## src/rtl/mem_1w1r_param.sv

```systemverilog
// Single-clock, one-write/one-read memory with byte enables, a reset-triggered zero-fill sweep,
// 1- or 2-cycle pipelined reads, optional write-to-read bypass and out-of-range access flagging.
module mem_1w1r_param #(
  parameter int DATA_WIDTH     = 32,
  parameter int PTR_WIDTH      = 4,
  parameter int DEPTH          = 16,
  parameter int RD_LATENCY     = 1,
  parameter int BYPASS         = 0,
  parameter int CLEAR_ON_RESET = 1
) (
  input  logic                    clk,
  input  logic                    rst,
  input  logic [PTR_WIDTH-1:0]    waddr,
  input  logic                    wen,
  input  logic [DATA_WIDTH/8-1:0] wbe,
  input  logic [DATA_WIDTH-1:0]   wdata,
  input  logic [PTR_WIDTH-1:0]    raddr,
  input  logic                    ren,
  output logic [DATA_WIDTH-1:0]   rdata,
  output logic                    rvalid,
  output logic                    init_busy,
  output logic                    addr_err
);

  localparam int                   BYTES     = DATA_WIDTH / 8;
  localparam logic [PTR_WIDTH:0]   DEPTH_EXT = (PTR_WIDTH + 1)'(DEPTH);
  localparam logic [PTR_WIDTH-1:0] LAST_PTR  = PTR_WIDTH'(DEPTH - 1);
  localparam bit                   CLR_EN    = (CLEAR_ON_RESET != 0);
  localparam bit                   BYP_EN    = (BYPASS != 0);

  generate
    if ((DATA_WIDTH % 8) != 0 || DEPTH < 1 || DEPTH > (2 ** PTR_WIDTH) ||
        (RD_LATENCY != 1 && RD_LATENCY != 2)) begin : g_bad_params
      $error("mem_1w1r_param: illegal parameter combination");
    end
  endgenerate

  typedef enum logic {CLEAR = 1'b0, IDLE = 1'b1} state_t;

  state_t                 state;
  logic [PTR_WIDTH-1:0]   clr_ptr;
  logic [DATA_WIDTH-1:0]  mem [DEPTH];

  logic                   idle;
  logic                   clr_we;
  logic                   wr_in_range;
  logic                   rd_in_range;
  logic                   wr_acc;
  logic                   rd_acc;
  logic                   err_p0;
  logic [DATA_WIDTH-1:0]  rd_word_p0;
  logic                   vld_last;
  logic [DATA_WIDTH-1:0]  word_last;

  function automatic logic [DATA_WIDTH-1:0] byte_merge(
    input logic [DATA_WIDTH-1:0] old_word,
    input logic [DATA_WIDTH-1:0] new_word,
    input logic [BYTES-1:0]      be
  );
    logic [DATA_WIDTH-1:0] res;
    res = old_word;
    for (int b = 0; b < BYTES; b++) begin
      if (be[b]) res[8*b +: 8] = new_word[8*b +: 8];
    end
    return res;
  endfunction

  // A cycle with rst high never counts as an accepted access.
  assign idle        = (state == IDLE) && !rst;
  assign clr_we      = (state == CLEAR) && !rst;
  assign wr_in_range = {1'b0, waddr} < DEPTH_EXT;
  assign rd_in_range = {1'b0, raddr} < DEPTH_EXT;
  assign wr_acc      = idle && wen && wr_in_range;
  assign rd_acc      = idle && ren;
  assign err_p0      = idle && ((wen && !wr_in_range) || (ren && !rd_in_range));

  always_ff @(posedge clk) begin
    if (rst) begin
      state     <= CLR_EN ? CLEAR : IDLE;
      clr_ptr   <= '0;
      init_busy <= CLR_EN;
    end else if (state == CLEAR) begin
      if (clr_ptr == LAST_PTR) begin
        state     <= IDLE;
        init_busy <= 1'b0;
        clr_ptr   <= '0;
      end else begin
        clr_ptr <= clr_ptr + 1'b1;
      end
    end
  end

  always_ff @(posedge clk) begin
    if (clr_we) begin
      mem[clr_ptr] <= '0;
    end else if (wr_acc) begin
      for (int b = 0; b < BYTES; b++) begin
        if (wbe[b]) mem[waddr][8*b +: 8] <= wdata[8*b +: 8];
      end
    end
  end

  // Stage p0: array lookup at acceptance, with optional same-address write forwarding.
  always_comb begin
    rd_word_p0 = '0;
    if (rd_in_range) begin
      rd_word_p0 = mem[raddr];
      if (BYP_EN && wr_acc && (waddr == raddr)) begin
        rd_word_p0 = byte_merge(mem[raddr], wdata, wbe);
      end
    end
  end

  generate
    if (RD_LATENCY == 2) begin : g_lat2
      logic                  vld_p1;
      logic [DATA_WIDTH-1:0] rd_word_p1;

      // Stage p1: extra register slice for the two-cycle read path.
      always_ff @(posedge clk) begin
        if (rst) vld_p1 <= 1'b0;
        else     vld_p1 <= rd_acc;
      end

      always_ff @(posedge clk) begin
        if (rd_acc) rd_word_p1 <= rd_word_p0;
      end

      assign vld_last  = vld_p1;
      assign word_last = rd_word_p1;
    end else begin : g_lat1
      assign vld_last  = rd_acc;
      assign word_last = rd_word_p0;
    end
  endgenerate

  // Output stage: rdata only moves when a result is delivered.
  always_ff @(posedge clk) begin
    if (rst) begin
      rdata    <= '0;
      rvalid   <= 1'b0;
      addr_err <= 1'b0;
    end else begin
      rvalid   <= vld_last;
      addr_err <= err_p0;
      if (vld_last) rdata <= word_last;
    end
  end

endmodule

```

## config.mk

```make
export PLATFORM = sky130hd
export DESIGN_NAME = mem_1w1r_param
export DESIGN_NICKNAME = d
export VERILOG_FILES = /design/src/rtl/mem_1w1r_param.sv
export SDC_FILE = /design/constraint.sdc
export NUM_CORES = 1
export LEC_CHECK = 0
export BUFFER_PORTS_ARGS = -buffer_cell sky130_fd_sc_hd__buf_2
export CORE_AREA = 2 2 235 237
export DETAILED_ROUTE_END_ITERATION = 7
export DIE_AREA = 0 0 237 239
export GPL_ROUTABILITY_DRIVEN = 0
export PLACE_DENSITY = 0.63
export SLEW_MARGIN = 20
export SYNTH_ARGS = -nofsm -noshare
export SYNTH_HDL_FRONTEND = slang
export SYNTH_SLANG_ARGS = --single-unit
```

## constraint.sdc

```tcl
create_clock -name clk -period 4.8 [get_ports clk]
set_input_delay 0.96 -clock clk [delete_from_list [all_inputs] [get_ports clk]]
set_output_delay 0.96 -clock clk [all_outputs]
set_load 0.03 [all_outputs]
```

# Word-level counts from Yosys, hierarchy flattened
# Memories as Yosys holds them, arrays and structs flattened. A register that Yosys moved wholly into a read port is not among the register bits.
# Cells that the tools add are included.
totals:
  regBits: 7
  ramBits: 512
  out_inout_bits: 35
  mem_count: 1
op_classes:
  addsub: 1
  n_eq_ne: 1
  n_mux: 24
  bitwise_logic: 1
  reduce_logical: 7
mem_list:
  columns: ["name", "depth", "width", "rd", "rd_clocked_by_memory_dff", "wr", "line", "rtl"]
  rows:
  - ["mem", 16, 32, 1, 1, 1, "42", "logic [DATA_WIDTH-1:0] mem [DEPTH];"]
ops:
  columns: ["op", "n"]
  rows:
  - ["32-bit 2-to-1 mux", 1]
  - ["32-bit OR reduction", 1]
  - ["1-bit 2-to-1 mux", 20]
  - ["4-bit 2-to-1 mux", 3]
  - ["4-bit by 1-bit adder with 4-bit output, second input constant", 1]
  - ["4-bit equality test, second input constant", 1]
  - ["1-bit logical AND", 4]
  - ["2-bit AND reduction", 1]
  - ["1-bit zero test", 1]
  - ["1-bit inverter", 1]

# Longest topological paths before layout
logic_depth:
  ltp_word: 8
  depth_mapped: 8
  ltp_nobuf: 4

# Least setup slack after synthesis
# No wires, ideal clock.
synth_path:
  kind: "input port to flip-flop"
  from: "input port wbe[0]"
  to: "memory mem[10][0], enable pin"
  setup_time_ns: 0.383
  arrival_time_ns: 2.664
  t_required_ns: 4.417
  slack_ns: 1.753
  stages: 6
  cell_sequence: "nor4_1 -> and4bb_4 -> clkbuf_8 -> mux2i_4 -> buf_6 -> nor3_1"
synth_via:
  elab_chain_cells: 6
synth_rtl:
  columns: ["item", "line", "rtl"]
  rows:
  - ["start, declared", "15", "input logic [DATA_WIDTH/8-1:0] wbe,"]
  - ["1-bit 2-to-1 mux (*)", "98", "if (wbe[b]) mem[waddr][8*b +: 8] <= wdata[8*b +: 8];"]
  - ["1-bit 2-to-1 mux (*)", "96", "end else if (wr_acc) begin"]
  - ["1-bit 2-to-1 mux (*)", "94", "if (clr_we) begin"]
  - ["1-bit 2-to-1 mux (not written as such) (*)", "98", null]
  - ["32-bit OR reduction (no line)", null, null]
  - ["4-bit 2-to-1 mux (no line)", null, null]
  - ["end, declared", "42", null]
# Mark *: on every way between the ends. The rest lies on a longest branch, timed or not.

# Worst setup path after layout
layout_path:
  from: "register state"
  to: "memory mem[3][30], enable pin"
layout_via:
  elab_chain_cells: 7
layout_rtl:
  columns: ["item", "line", "rtl"]
  rows:
  - ["start, declared", "40", "state_t state;"]
  - ["start signal, assigned", "79", "state <= CLR_EN ? CLEAR : IDLE;"]
  - ["1-bit logical AND", "69", "assign idle = (state == IDLE) && !rst;"]
  - ["1-bit logical AND", "73", "assign wr_acc = idle && wen && wr_in_range;"]
  - ["1-bit 2-to-1 mux", "96", null]
  - ["1-bit 2-to-1 mux", "94", null]
  - ["1-bit 2-to-1 mux (not written as such)", "98", null]
  - ["32-bit OR reduction (no line)", null, null]
  - ["4-bit 2-to-1 mux (no line)", null, null]
# Parallel ways exist; a longest one is shown, timed or not.

==> results.sh <==
export IMPL_cp_end_kind="register"
export IMPL_grt_pass1_vias=10900
export IMPL_synthCells=1080
export IMPL_drive_gt1_share_pct=28.2
export IMPL_die_area_sq_mm=0.0566
export IMPL_min_period_over_period_pct=71.2
export IMPL_synth_common_cells="edfxtp_1, mux4_2, mux2i_1"
export IMPL_worstSetupPathType="reg2reg"
export IMPL_hold_ws_ps=468
export IMPL_start_util_pct=39.5
export IMPL_crit_reg2reg_launch="state$_SDFF_PP0_"
export IMPL_synth_top_family_by_area="multiplexers"
export IMPL_first_pass_iters=5
export IMPL_cts_hold_fix_buffers=0
export IMPL_hold_start="init_busy$_SDFFE_PP1P_"
export IMPL_grt_usage_pct=17.0
export IMPL_fin_cells=1927
export IMPL_post_dp_hpwl_microns=29800
export IMPL_dp_cells=1832
export IMPL_p_seq_share_pct=55.1
export IMPL_io_pin_count=83
export IMPL_ant_nets=0
export IMPL_ys_ff_latch=551
export IMPL_syn_area_per_cell_sq_um=19.9
export IMPL_start_kind="register"
export IMPL_power_density_mw_per_mm2=389
export IMPL_fin_nets=1232
export IMPL_htreeDepth=2
export IMPL_fmax_mhz=293
export IMPL_drt_iter0_markers=814
export IMPL_finalWirelength_microns=47300
export IMPL_min_path_cells=1
export IMPL_leakagePower_nw=8.71
export IMPL_required_ps=4990
export IMPL_hold_viol=0
export IMPL_viasPerCell=5.45
export IMPL_worstSkewPairLatency_ps=580
export IMPL_areaGrowthSynthToFinish_pct=14.0
export IMPL_internal_power_mw=7.59
export IMPL_die_h_microns=239
export IMPL_place_ws_ps=787
export IMPL_r2r_cells=3
export IMPL_cts_num_sinks=551
export IMPL_hp_class="reg2reg"
export IMPL_syn_nets=1129
export IMPL_core_area_sq_mm=0.0543
export IMPL_clkSlewWorstSetupHoldPaths_ps=60
export IMPL_rsz0062_at_grt="no"
export IMPL_yosys_area_share_adder_pct=0.0583
export IMPL_power_switching_mw=1.91
export IMPL_synth_mux_area_share_pct=15.9
export IMPL_vias=10500
export IMPL_max_slew_margin_pct=25.7
export IMPL_drc=0
export IMPL_tritoncts_num_buffers=53
export IMPL_finalPower_mw=9.51
export IMPL_cts_tree="built"
export IMPL_report_final_slew_viol_count=0
export IMPL_synth_xor_area_share_pct=0.0408
export IMPL_r2r_end="mem[3][30]$_DFFE_PP_"
export IMPL_min_period_ps=3420
export IMPL_skew_ps=16.0
export IMPL_cts_root_buffer="clkbuf_16"
export IMPL_max_slew_worst_pin_slew_ps=1110
export IMPL_fin_ws_ps=1380
export IMPL_synth_edf_count=512
export IMPL_io_buffer_count=81
export IMPL_yosysSeqAreaShare_pct=75.2
export IMPL_status="finished, final reports clean"
export IMPL_ys_warnings_count=0
export IMPL_combPwrFrac_pct=4.0
export IMPL_grt_pass1_wl_microns=70800
export IMPL_yosysMostFrequentCell="edfxtp_1"
export IMPL_wl_per_cell_microns=24.5
export IMPL_yosysUniqueCellTypes=38
export IMPL_cap_violations=0
export IMPL_arrival_ps=3610
export IMPL_fill_cells=4557
export IMPL_clock_path_buffers=3
export IMPL_post_cts_resized=0
export IMPL_crit_fanout=22
export IMPL_synth_top_area_cell="edfxtp_1"
export IMPL_grt_max_degree=52
export IMPL_synthSimpleGateAreaFrac_pct=3.75
export IMPL_synth_compound_area_share_pct=3.16
export IMPL_syn_cell_area_sq_mm=0.0215
export IMPL_grt_overflow=0
export IMPL_die_x_microns=237
export IMPL_yosysTopAreaCellShare_pct=71.6
export IMPL_setup_tns_final_ps=0
export IMPL_swShare_pct=20.1
export IMPL_rows=86
export IMPL_pwr_share_clk_pct=40.9
export IMPL_ys_top_cells_by_area="edfxtp_1, mux4_2, mux2i_1, dfxtp_1, nor3_1"
export IMPL_r2r_setup_slack_ps=1380
export IMPL_synth_ff_type="edfxtp_1"
export IMPL_finalSetupViolations=0
export IMPL_peakVddDrop_mv=0.278
export IMPL_ys_async_sr_fraction_pct=0
export IMPL_post_cts_setup_buffers=0
export IMPL_holdPathEnd="init_busy$_SDFFE_PP1P_"
export IMPL_antenna_found_initial=4
[metrics by stage]
step | cell area, sq um | utilization (%)
final | 24500 | 45.0
after global routing | 24500 | 45.0
after CTS | 24400 | 44.8
after detailed placement | 22800 | 41.9
after global placement | 22700 | 41.8
after floorplan | 21500 | -
[power groups by stage]
| stage | sequential [mW] | combinational [mW] | clock, mW |
|---|---|---|---|
| after detailed placement | 5.34 | 0.381 | 0 |
| after floorplan | 5.34 | 0.264 | 0 |
| after global placement | 5.34 | 0.372 | 0 |
| final | 5.24 | 0.382 | 3.89 |
| after CTS | 5.24 | 0.382 | 3.96 |
| after global routing | 5.24 | 0.409 | 4.13 |
[cells in the final DEF, fill, tap and decap left out, types with 8 or more instances in the layout]
cell / count
nor3_2: 32
nand2_1: 31
nor2b_1: 10
o211ai_1: 23
a221oi_1: 23
mux2i_1: 79
buf_2: 78
o21ai_0: 24
a22oi_1: 9
edfxtp_1: 512
buf_4: 36
o21ai_1: 9
mux2_2: 10
nor2_1: 8
clkbuf_16: 53
clkbuf_1: 19
dfxtp_1: 39
mux4_2: 105
and2_1: 32
clkinv_2: 10
nor3_1: 32
[layout make-up]
class	count	area, sq um	share of cell area, %
Antenna cell	2	5.00	0.0205
Clock buffer	74	1430	5.82
Clock inverter	19	163	0.665
Multi-Input combinational cell	458	5100	20.8
Sequential cell	551	16200	66.0
Tap cell	704	881	3.60
Timing Repair Buffer	119	743	3.04
[critical path: stages, from the launching register on]
cell	delay (ps)
dfxtp_1	730
and4bb_4	670
mux2_2	640
nor3_1	970
[registers in the layout (all words and copies together), names as in the netlist]
signal	flops
rvalid	1
clr_ptr	4
init_busy	1
rdata	32
mem	512
state	1
[worst max-delay path by stage]
stage               depth (start not counted)               endpoint  slack [ps]              from
floorplan                                   6   mem[10][0]$_DFFE_PP_        1750            wbe[0]
global placement                            4   mem[3][12]$_DFFE_PP_         960               rst
detailed placement                          5  mem[13][27]$_DFFE_PP_         790               rst
CTS                                         4  mem[13][30]$_DFFE_PP_        1290  state$_SDFF_PP0_
global route                                3   mem[7][25]$_DFFE_PP_        1260  state$_SDFF_PP0_
finish                                      3   mem[3][30]$_DFFE_PP_        1380  state$_SDFF_PP0_
[cells by family (layout without fill, tap and decap cells)]
| family | count (synthesis) | count (layout) |
|---|---|---|
| flip-flops | 551 | 551 |
| multiplexers | 201 | 201 |
| adder cells (fa/ha/maj) | 1 | 1 |
| buffers and inverters | 71 | 212 |
| XOR/XNOR | 1 | 1 |
| other | 1 | 3 |
| AO/OA/AOI/OAI | 99 | 99 |
| AND/OR/NAND/NOR | 155 | 155 |
[per-layer routing]
metal  vias up  global-route usage, %  share of wire, %
met5         -                      0                 0
met2       321                   28.5                49
li1       4637                      -                 -
met1      5471                   23.0                43
met4         0                   4.74               2.1
met3        72                   2.91               6.0
(Power assumes the default switching activity.)
